`config.mk`:
```
export PLATFORM = sky130hd
export DESIGN_NAME = ps2_rx_flat
export DESIGN_NICKNAME = d
export VERILOG_FILES = /design/src/rtl/ps2_rx_if.sv /design/src/rtl/ps2_rx.sv /design/src/flat_wrapper.sv
export SDC_FILE = /design/constraint.sdc
export NUM_CORES = 1
export LEC_CHECK = 0
export BUFFER_PORTS_ARGS = -buffer_cell sky130_fd_sc_hd__buf_2
export CAP_MARGIN = 0
export CORE_ASPECT_RATIO = 2
export CORE_MARGIN = 3
export CORE_UTILIZATION = 58
export DETAILED_ROUTE_END_ITERATION = 10
export PLACE_DENSITY = 0.78
export SYNTH_ARGS = -nofsm -noshare
export SYNTH_HDL_FRONTEND = slang
export SYNTH_SLANG_ARGS = --single-unit
```
`constraint.sdc`:
```
create_clock -name clk -period 2.8 [get_ports clk]
set_input_delay 0.56 -clock clk [delete_from_list [all_inputs] [get_ports clk]]
set_output_delay 0.56 -clock clk [all_outputs]
set_load 0.05 [all_outputs]
```
`src/rtl/ps2_rx_if.sv`:
```
// PS/2 receiver pin and key-event bundle.
// master drives the PS/2 pins, slave is the receiver.
interface ps2_rx_if;
    logic        ps2_clk;
    logic        ps2_data;
    logic [10:0] ps2_key;
    logic        frame_err;

    modport master (
        output ps2_clk,
        output ps2_data,
        input  ps2_key,
        input  frame_err
    );

    modport slave (
        input  ps2_clk,
        input  ps2_data,
        output ps2_key,
        output frame_err
    );
endinterface

```
`src/rtl/ps2_rx.sv`:
```
// PS/2 keyboard receiver: synchroniser, clock glitch filter, frame FSM, scan decode.
// Optional frame timeout enabled by defining PS2_TIMEOUT_EN.
module ps2_rx #(
    parameter int FILTER_LEN     = 4,
    parameter int TIMEOUT_CYCLES = 16384
) (
    input  logic      clk,
    input  logic      reset,
    ps2_rx_if.slave   bus
);
    typedef enum logic [1:0] {IDLE, DATA, PARITY, STOP} state_t;

    localparam int FW = $clog2(FILTER_LEN + 1);
    localparam logic [FW-1:0] FMAX = FW'(FILTER_LEN - 1);

    logic          clk_s1_q, clk_s2_q, dat_s1_q, dat_s2_q;
    logic          filt_q, filt_d;
    logic [FW-1:0] fcnt_q, fcnt_d;
    logic          fall;
    logic          sdata;
    logic          tmo_hit;

    state_t        state_q, state_d;
    logic [2:0]    bcnt_q, bcnt_d;
    logic [7:0]    shift_q, shift_d;
    logic          par_q, par_d;
    logic          brk_q, brk_d;
    logic          ext_q, ext_d;
    logic [2:0]    disc_q, disc_d;
    logic [10:0]   key_q, key_d;
    logic          err_q, err_d;
    logic          frame_ok;

    always_ff @(posedge clk) begin
        if (reset) begin
            clk_s1_q <= 1'b1;
            clk_s2_q <= 1'b1;
            dat_s1_q <= 1'b1;
            dat_s2_q <= 1'b1;
            filt_q   <= 1'b1;
            fcnt_q   <= '0;
        end else begin
            clk_s1_q <= bus.ps2_clk;
            clk_s2_q <= clk_s1_q;
            dat_s1_q <= bus.ps2_data;
            dat_s2_q <= dat_s1_q;
            filt_q   <= filt_d;
            fcnt_q   <= fcnt_d;
        end
    end

    // Level only changes after FILTER_LEN consecutive disagreeing samples
    always_comb begin
        filt_d = filt_q;
        fcnt_d = '0;
        if (clk_s2_q != filt_q) begin
            if (fcnt_q == FMAX) filt_d = clk_s2_q;
            else                fcnt_d = fcnt_q + FW'(1);
        end
    end

    assign fall  = filt_q & ~filt_d;
    assign sdata = dat_s2_q;

`ifdef PS2_TIMEOUT_EN
    localparam int TW = $clog2(TIMEOUT_CYCLES + 1);
    localparam logic [TW-1:0] TMAX = TW'(TIMEOUT_CYCLES - 1);

    logic [TW-1:0] tmo_q, tmo_d;

    always_comb begin
        tmo_d   = '0;
        tmo_hit = 1'b0;
        if (state_q != IDLE && !fall) begin
            if (tmo_q == TMAX) tmo_hit = 1'b1;
            else               tmo_d   = tmo_q + TW'(1);
        end
    end

    always_ff @(posedge clk) begin
        if (reset) tmo_q <= '0;
        else       tmo_q <= tmo_d;
    end
`else
    assign tmo_hit = 1'b0;
`endif

    always_ff @(posedge clk) begin
        if (reset) begin
            state_q <= IDLE;
            bcnt_q  <= '0;
            shift_q <= '0;
            par_q   <= 1'b0;
            brk_q   <= 1'b0;
            ext_q   <= 1'b0;
            disc_q  <= '0;
            key_q   <= '0;
            err_q   <= 1'b0;
        end else begin
            state_q <= state_d;
            bcnt_q  <= bcnt_d;
            shift_q <= shift_d;
            par_q   <= par_d;
            brk_q   <= brk_d;
            ext_q   <= ext_d;
            disc_q  <= disc_d;
            key_q   <= key_d;
            err_q   <= err_d;
        end
    end

    always_comb begin
        state_d = state_q;
        if (tmo_hit) begin
            state_d = IDLE;
        end else if (fall) begin
            unique case (state_q)
                IDLE:   if (!sdata) state_d = DATA;
                DATA:   if (bcnt_q == 3'd7) state_d = PARITY;
                PARITY: state_d = STOP;
                STOP:   state_d = IDLE;
                default: state_d = IDLE;
            endcase
        end
    end

    assign frame_ok = sdata & (^{par_q, shift_q});

    always_comb begin
        bcnt_d  = bcnt_q;
        shift_d = shift_q;
        par_d   = par_q;
        brk_d   = brk_q;
        ext_d   = ext_q;
        disc_d  = disc_q;
        key_d   = {1'b0, key_q[9:0]};
        err_d   = 1'b0;
        if (tmo_hit) begin
            err_d = 1'b1;
            brk_d = 1'b0;
            ext_d = 1'b0;
        end else if (fall) begin
            unique case (state_q)
                IDLE:   bcnt_d = '0;
                DATA: begin
                    shift_d = {sdata, shift_q[7:1]};
                    bcnt_d  = bcnt_q + 3'd1;
                end
                PARITY: par_d = sdata;
                STOP: begin
                    if (!frame_ok) begin
                        err_d = 1'b1;
                        brk_d = 1'b0;
                        ext_d = 1'b0;
                    end else if (disc_q != 3'd0) begin
                        disc_d = disc_q - 3'd1;
                    end else if (shift_q == 8'hE1) begin
                        disc_d = 3'd7;
                    end else if (shift_q == 8'hF0) begin
                        brk_d = 1'b1;
                    end else if (shift_q == 8'hE0) begin
                        ext_d = 1'b1;
                    end else if (shift_q inside {8'h00, 8'hAA, 8'hFA, 8'hFC,
                                                 8'hFD, 8'hFE, 8'hFF}) begin
                        brk_d = 1'b0;
                        ext_d = 1'b0;
                    end else begin
                        key_d = {1'b1, ~brk_q, ext_q, shift_q};
                        brk_d = 1'b0;
                        ext_d = 1'b0;
                    end
                end
                default: ;
            endcase
        end
    end

    assign bus.ps2_key   = key_q;
    assign bus.frame_err = err_q;
endmodule

```
`src/flat_wrapper.sv`:
```
// flat-port wrapper written by rule: the top's interface ports become plain ports
module ps2_rx_flat 
#(
    parameter int FILTER_LEN     = 4,
    parameter int TIMEOUT_CYCLES = 16384
)
  (clk, reset, bus_ps2_clk, bus_ps2_data, bus_ps2_key, bus_frame_err);
  ps2_rx_if bus_i ();
  input  logic clk;
  input  logic reset;
  input wire logic [$bits(bus_i.ps2_clk)-1:0] bus_ps2_clk;
  input wire logic [$bits(bus_i.ps2_data)-1:0] bus_ps2_data;
  output wire logic [$bits(bus_i.ps2_key)-1:0] bus_ps2_key;
  output wire logic [$bits(bus_i.frame_err)-1:0] bus_frame_err;
  assign bus_i.ps2_clk = bus_ps2_clk;
  assign bus_i.ps2_data = bus_ps2_data;
  assign bus_ps2_key = bus_i.ps2_key;
  assign bus_frame_err = bus_i.frame_err;
  ps2_rx #(.FILTER_LEN(FILTER_LEN), .TIMEOUT_CYCLES(TIMEOUT_CYCLES)) u_core (.clk(clk), .reset(reset), .bus(bus_i));
endmodule
```
==> results.tsv, run 1 <==
stage	metric	value	unit
synth	synth_area_per_cell	8.984	um^2
clocking	h-tree-depth	2	
setup_path	critPathMaxFanout	12	
global_route	grt_start_max_net_pins	37	
final_layout	layout_common_cells	dfxtp_1 (39), nand2_1 (30), ha_1 (23), nor2_1 (19), inv_1 (17)	
clocking	cts_inserted_buffers	5	
synth	synth_area	1842	um^2
sta	tightest_slew	587.3	ps
worst_hold_path	hold_depth	1	
clocking	clkTransAtPathRegs	70	ps
routing	drc	0	
sta	setup_ws	210.6	ps
floorplanning	fp.dieArea	3928	um^2
routing	drt-initial-drc-count	58	
final_layout	final_common_cell	dfxtp_1	
sta	fin_worst_skew	8.026	ps
sta	whs	419.2	ps
synth	seq_area_frac_synth	0.4239	
final_layout	nNetsFinal	247	
final_layout	antenna_cells	0	
synth	yosys.cell_types.count	31	
synth	synthesis.nets	232	
setup_path	crit_arrival	2810	ps
sta	hold_viol	0	
placement	numPortBuffers	15	
worst_hold_path	hold_class	flip-flop to flip-flop	
sta	setup_viol	0	
routing	first_pass_iters	4	
final_layout	final_util	0.6649	
final_layout	area_growth	8.764	%
routing	postRouteAntennaNets	0	
floorplanning	coreArea	3013	um^2
setup_path	crit_slowest_cell	a2111o_2	
setup_path	slowest_delay	590	ps
flow_run	drv_cap	0	
synth	syn-instance-count	205	
pwr	p_leak	0.9304	nW
clocking	clock_latency	290	ps
placement	globalplace.congestion	0.8566	
sta	setup-tns-final	0	ps
global_route	grt_pass1_vias	1513	
sta	fmax	386.2	MHz
outcome	outcome	finished, final reports clean	
sta	slew_headroom	0.6084	
clocking	cts.sinks	39	
global_route	gr-usage-all-layers	0.2082	
global_route	grt.overflow.total	0	
final_layout	drive_above_1_share	0.1176	
synth	yosys_warnings	0	
setup_path	setup.worst_path.class	flip-flop to flip-flop	
setup_path	crit_chain	inv_1 -> ha_1 -> xnor3_1 -> or3_1 -> a2111o_2 -> or2_0 -> a21oi_1	
floorplanning	io-pin-count	16	
clocking	tritoncts	yes	
floorplanning	start_util	0.6113	
pwr	powerDensity	464.2	nW/um^2
sta	slew_viol_final	0	
sta	rsz0062_at_grt	false	
pwr	ir_drop	0.0004671	V
routing	vias	1457	
final_layout	final_cell_area	2003	um^2
placement	hpwl	2611	um
clocking	post_cts_buffers	0	
clocking	cts.path.max_buffers	2	
synth	synth-seq-cells	39	
clocking	clock-root-buffer	clkbuf_8	
clocking	hold_buffers	0	
setup_path	end_kind	flip-flop	
setup_path	crit_path_start_kind	flip-flop	
floorplanning	fp.dieW	45.85	um
clocking	cts_repair_resize_count	0	
global_route	antenna_found_initial	0	
setup_path	rr_worst_depth	7	
floorplanning	row_count	28	
placement	placed_area	1921	um^2
setup_path	r2r_setup_slack	210	ps
sta	fin_crit_sh	0.9248	
global_route	grt_pass1_wl	6134	um
routing	routed_wl	3456	um
routing	drt-wirelength-per-cell	13.77	um
sta	fin_crit	2589	ps
setup_path	crit_required	3030	ps
placement	pre_cts_ws	115.1	ps
floorplanning	fp.dieH	85.69	um
routing	via_per_inst	5.805	
routing by layer:
layer	vias to the layer above	track usage	share of wire
li1	718	-	-
met1	667	0.1947	0.36
met2	54	0.3706	0.55
met3	18	0.05252	0.045
met4	0	0.1269	0.040
met5	-	0	0
critical path, delay by kind of cell, from the launching register on:
kind	cells	cell delay (ps)
AO/OA/AOI/OAI	2	720
adder cells (fa/ha/maj)	1	310
XOR/XNOR	1	360
AND/OR/NAND/NOR	2	630
buffers and inverters	1	80
flip-flops	1	410
stage by stage:
stage / total power, mW / cells
detailed placement: 0.5863 / 243
global placement: 0.5857 / 243
global route: 0.9653 / 251
floorplan: 0.5824 / 205
CTS: 0.9392 / 251
finish: 0.9298 / 251
path summary, 6_finish.rpt:
| kind | endpoint | from |
|---|---|---|
| setup / recovery | u_core.bus.ps2_key[9]$_SDFFE_PP0P_ | u_core.shift_q[0]$_SDFFE_PP0P_ |
| hold / removal | u_core.clk_s2_q$_SDFF_PP1_ | u_core.clk_s1_q$_SDFF_PP1_ |
| setup reg to reg | u_core.bus.ps2_key[9]$_SDFFE_PP0P_ | u_core.shift_q[0]$_SDFFE_PP0P_ |
| hold reg to reg | u_core.clk_s2_q$_SDFF_PP1_ | u_core.clk_s1_q$_SDFF_PP1_ |
layout make-up:
cell class | instances | area (um^2)
fillers | 270 | 1010
multi-input cells | 142 | 964.7
flip-flops and latches | 39 | 780.7
clock buffers | 7 | 76.32
repair buffers | 15 | 75.07
inverters | 17 | 63.81
well taps | 30 | 37.54
clock inverters | 1 | 5.005
cell families after synthesis:
family	synth area share
AND/OR/NAND/NOR	0.1766
flip-flops	0.4239
AO/OA/AOI/OAI	0.1087
buffers and inverters	0.05299
adder cells (fa/ha/maj)	0.1563
multiplexers	0.05978
XOR/XNOR	0.02174
synth_stat cells:
library cell	number	area share
dfxtp_1	39	0.42
nand2_1	30	0.061
ha_1	23	0.16
nor2_1	19	0.039
inv_1	17	0.035
a21oi_1	16	0.043
mux2i_1	11	0.060
clkbuf_1	6	0.012
nand3_1	5	0.014
o21ai_0	5	0.014
nor3_1	4	0.011
or2_2	4	0.014
a22oi_1	3	0.012
nand4_1	3	0.010
a311oi_1	2	0.0095
a32oi_1	2	0.0095
or3_1	2	0.0068
a2111o_1	1	0.0061
a221oi_1	1	0.0048
and2_1	1	0.0034
and3_1	1	0.0034
and3b_1	1	0.0048
buf_6	1	0.0061
nand2b_1	1	0.0034
nor4_1	1	0.0034
o211a_1	1	0.0054
o21bai_1	1	0.0041
or2_0	1	0.0034
xnor2_1	1	0.0048
xnor3_1	1	0.012
xor2_1	1	0.0048
state kept, by name (all words and copies together), names as in the netlist:
name,count
u_core.bus.ps2_key,11
u_core.shift_q,8
u_core.bcnt_q,3
u_core.disc_q,3
u_core.fcnt_q,3
u_core.state_q,2
u_core.brk_q,1
u_core.bus.frame_err,1
u_core.clk_s1_q,1
u_core.clk_s2_q,1
u_core.dat_s1_q,1
u_core.dat_s2_q,1
u_core.ext_q,1
u_core.filt_q,1
u_core.par_q,1
report_power, final:
part / switching (mW) / internal (mW) / leakage (nW)
Clock: 0.182 / 0.175 / 0.0422
Combinational: 0.00952 / 0.00442 / 0.573
Sequential: 0.00199 / 0.558 / 0.315
Note: power is estimated with default switching activity, not from simulation.
==> run 2: changes to the inputs <==
--- a/config.mk
+++ b/config.mk
@@ -11,7 +11,7 @@
 export CORE_MARGIN = 3
 export CORE_UTILIZATION = 58
 export DETAILED_ROUTE_END_ITERATION = 10
-export PLACE_DENSITY = 0.78
+export PLACE_DENSITY = 0.76
 export SYNTH_ARGS = -nofsm -noshare
 export SYNTH_HDL_FRONTEND = slang
 export SYNTH_SLANG_ARGS = --single-unit
==> results.tsv, run 2 (synthesis gave the netlist of run 1 again) <==
stage	metric	value	unit
global_route	grt_pass1_vias	1389	
pwr	powerDensity	464.1	nW/um^2
pwr	p_leak	0.9358	nW
outcome	outcome	finished, final reports clean	
setup_path	crit_arrival	2830	ps
placement	numPortBuffers	15	
floorplanning	fp.dieW	45.85	um
clocking	h-tree-depth	2	
final_layout	antenna_cells	0	
routing	first_pass_iters	4	
routing	drt-initial-drc-count	52	
floorplanning	fp.dieArea	3928	um^2
setup_path	setup.worst_path.class	flip-flop to flip-flop	
placement	globalplace.congestion	0.8552	
clocking	clock_latency	290	ps
sta	fin_crit	2611	ps
routing	via_per_inst	5.629	
floorplanning	io-pin-count	16	
clocking	clkTransAtPathRegs	70	ps
floorplanning	coreArea	3013	um^2
clocking	tritoncts	yes	
clocking	cts.sinks	39	
sta	slew_viol_final	0	
placement	hpwl	2565	um
clocking	hold_buffers	0	
setup_path	crit_slowest_cell	a2111o_2	
routing	vias	1413	
global_route	gr-usage-all-layers	0.2043	
sta	fin_crit_sh	0.9326	
routing	drt-wirelength-per-cell	13.65	um
setup_path	crit_chain	inv_1 -> ha_1 -> xnor3_1 -> or3_1 -> a2111o_2 -> or2_0 -> a21oi_1	
clocking	clock-root-buffer	clkbuf_8	
setup_path	end_kind	flip-flop	
sta	tightest_slew	620.0	ps
final_layout	nNetsFinal	247	
pwr	ir_drop	0.0004992	V
setup_path	slowest_delay	640	ps
flow_run	drv_cap	0	
floorplanning	start_util	0.6113	
routing	routed_wl	3425	um
global_route	grt.overflow.total	0	
sta	rsz0062_at_grt	false	
routing	postRouteAntennaNets	0	
final_layout	final_common_cell	dfxtp_1	
sta	whs	419.3	ps
sta	fin_worst_skew	5.900	ps
global_route	grt_start_max_net_pins	37	
clocking	cts.path.max_buffers	2	
sta	fmax	383.0	MHz
final_layout	area_growth	8.899	%
clocking	cts_inserted_buffers	5	
setup_path	crit_required	3020	ps
sta	hold_viol	0	
final_layout	drive_above_1_share	0.1267	
floorplanning	row_count	28	
sta	setup_viol	0	
placement	placed_area	1921	um^2
setup_path	crit_path_start_kind	flip-flop	
floorplanning	fp.dieH	85.69	um
global_route	grt_pass1_wl	5954	um
worst_hold_path	hold_class	flip-flop to flip-flop	
routing	drc	0	
final_layout	layout_common_cells	dfxtp_1 (39), nand2_1 (30), ha_1 (23), nor2_1 (19), inv_1 (17)	
final_layout	final_cell_area	2006	um^2
global_route	antenna_found_initial	0	
sta	slew_headroom	0.5867	
sta	setup-tns-final	0	ps
setup_path	critPathMaxFanout	12	
final_layout	largest_reg_flops	11	
==> run 2: where the power goes <==
group | internal (mW) | total [mW] | switching, mW
combinational | 0.00442 | 0.0144 | 0.00998
clock | 0.170 | 0.357 | 0.187
sequential | 0.557 | 0.559 | 0.00192
total | 0.732 | 0.931 | 0.199
==> run 2: final timing paths <==
path | start | to | slack, ps | cells after the start
max | u_core.shift_q[0]$_SDFFE_PP0P_ | u_core.bus.ps2_key[9]$_SDFFE_PP0P_ | 190 | 7
min | u_core.clk_s1_q$_SDFF_PP1_ | u_core.clk_s2_q$_SDFF_PP1_ | 420 | 1
max reg2reg | u_core.shift_q[0]$_SDFFE_PP0P_ | u_core.bus.ps2_key[9]$_SDFFE_PP0P_ | 190 | 7
min reg2reg | u_core.clk_s1_q$_SDFF_PP1_ | u_core.clk_s2_q$_SDFF_PP1_ | 420 | 1
==> run 2: timing repair <==
| action | 4_1_cts | 5_1_grt |
|---|---|---|
| buffers inserted | 0 | 0 |
| endpoints found under the setup margin | 0 | 1 |
| gates resized for setup | 0 | 1 |
==> run 2: layout make-up <==
class	instances	area, um^2
fillers	261	1007
multi-input cells	142	964.7
flip-flops and latches	39	780.7
repair buffers	15	75.07
clock buffers	5	68.82
inverters	17	63.81
well taps	30	37.54
clock inverters	3	15.01
==> run 2: worst max-delay path: cells and delay by family (launching register included) <==
family,cells,cell delay (ps)
XOR/XNOR,1,350
AO/OA/AOI/OAI,2,770
adder cells (fa/ha/maj),1,310
flip-flops,1,400
buffers and inverters,1,100
AND/OR/NAND/NOR,2,620
==> run 2: per-layer routing <==
metal  vias to the layer above  global-route usage  share of wire
met5                         -                   0              0
met4                         0             0.08031          0.024
met3                         9             0.06303          0.031
met2                        30              0.3568           0.57
met1                       659              0.2135           0.38
li1                        715                   -              -
==> run 2: stage by stage <==
| step | setup WS [ps] | power [mW] | std cells | util |
|---|---|---|---|---|
| final | 188.7 | 0.9308 | 251 | 0.6657 |
| after global routing | 43.58 | 0.9654 | 251 | 0.6657 |
| after CTS | 121.7 | 0.9419 | 251 | 0.6653 |
| after detailed placement | 127.9 | 0.5864 | 243 | 0.6375 |
| after global placement | 193.1 | 0.5857 | 243 | 0.6375 |
| after floorplan | 439.7 | 0.5824 | 205 | - |
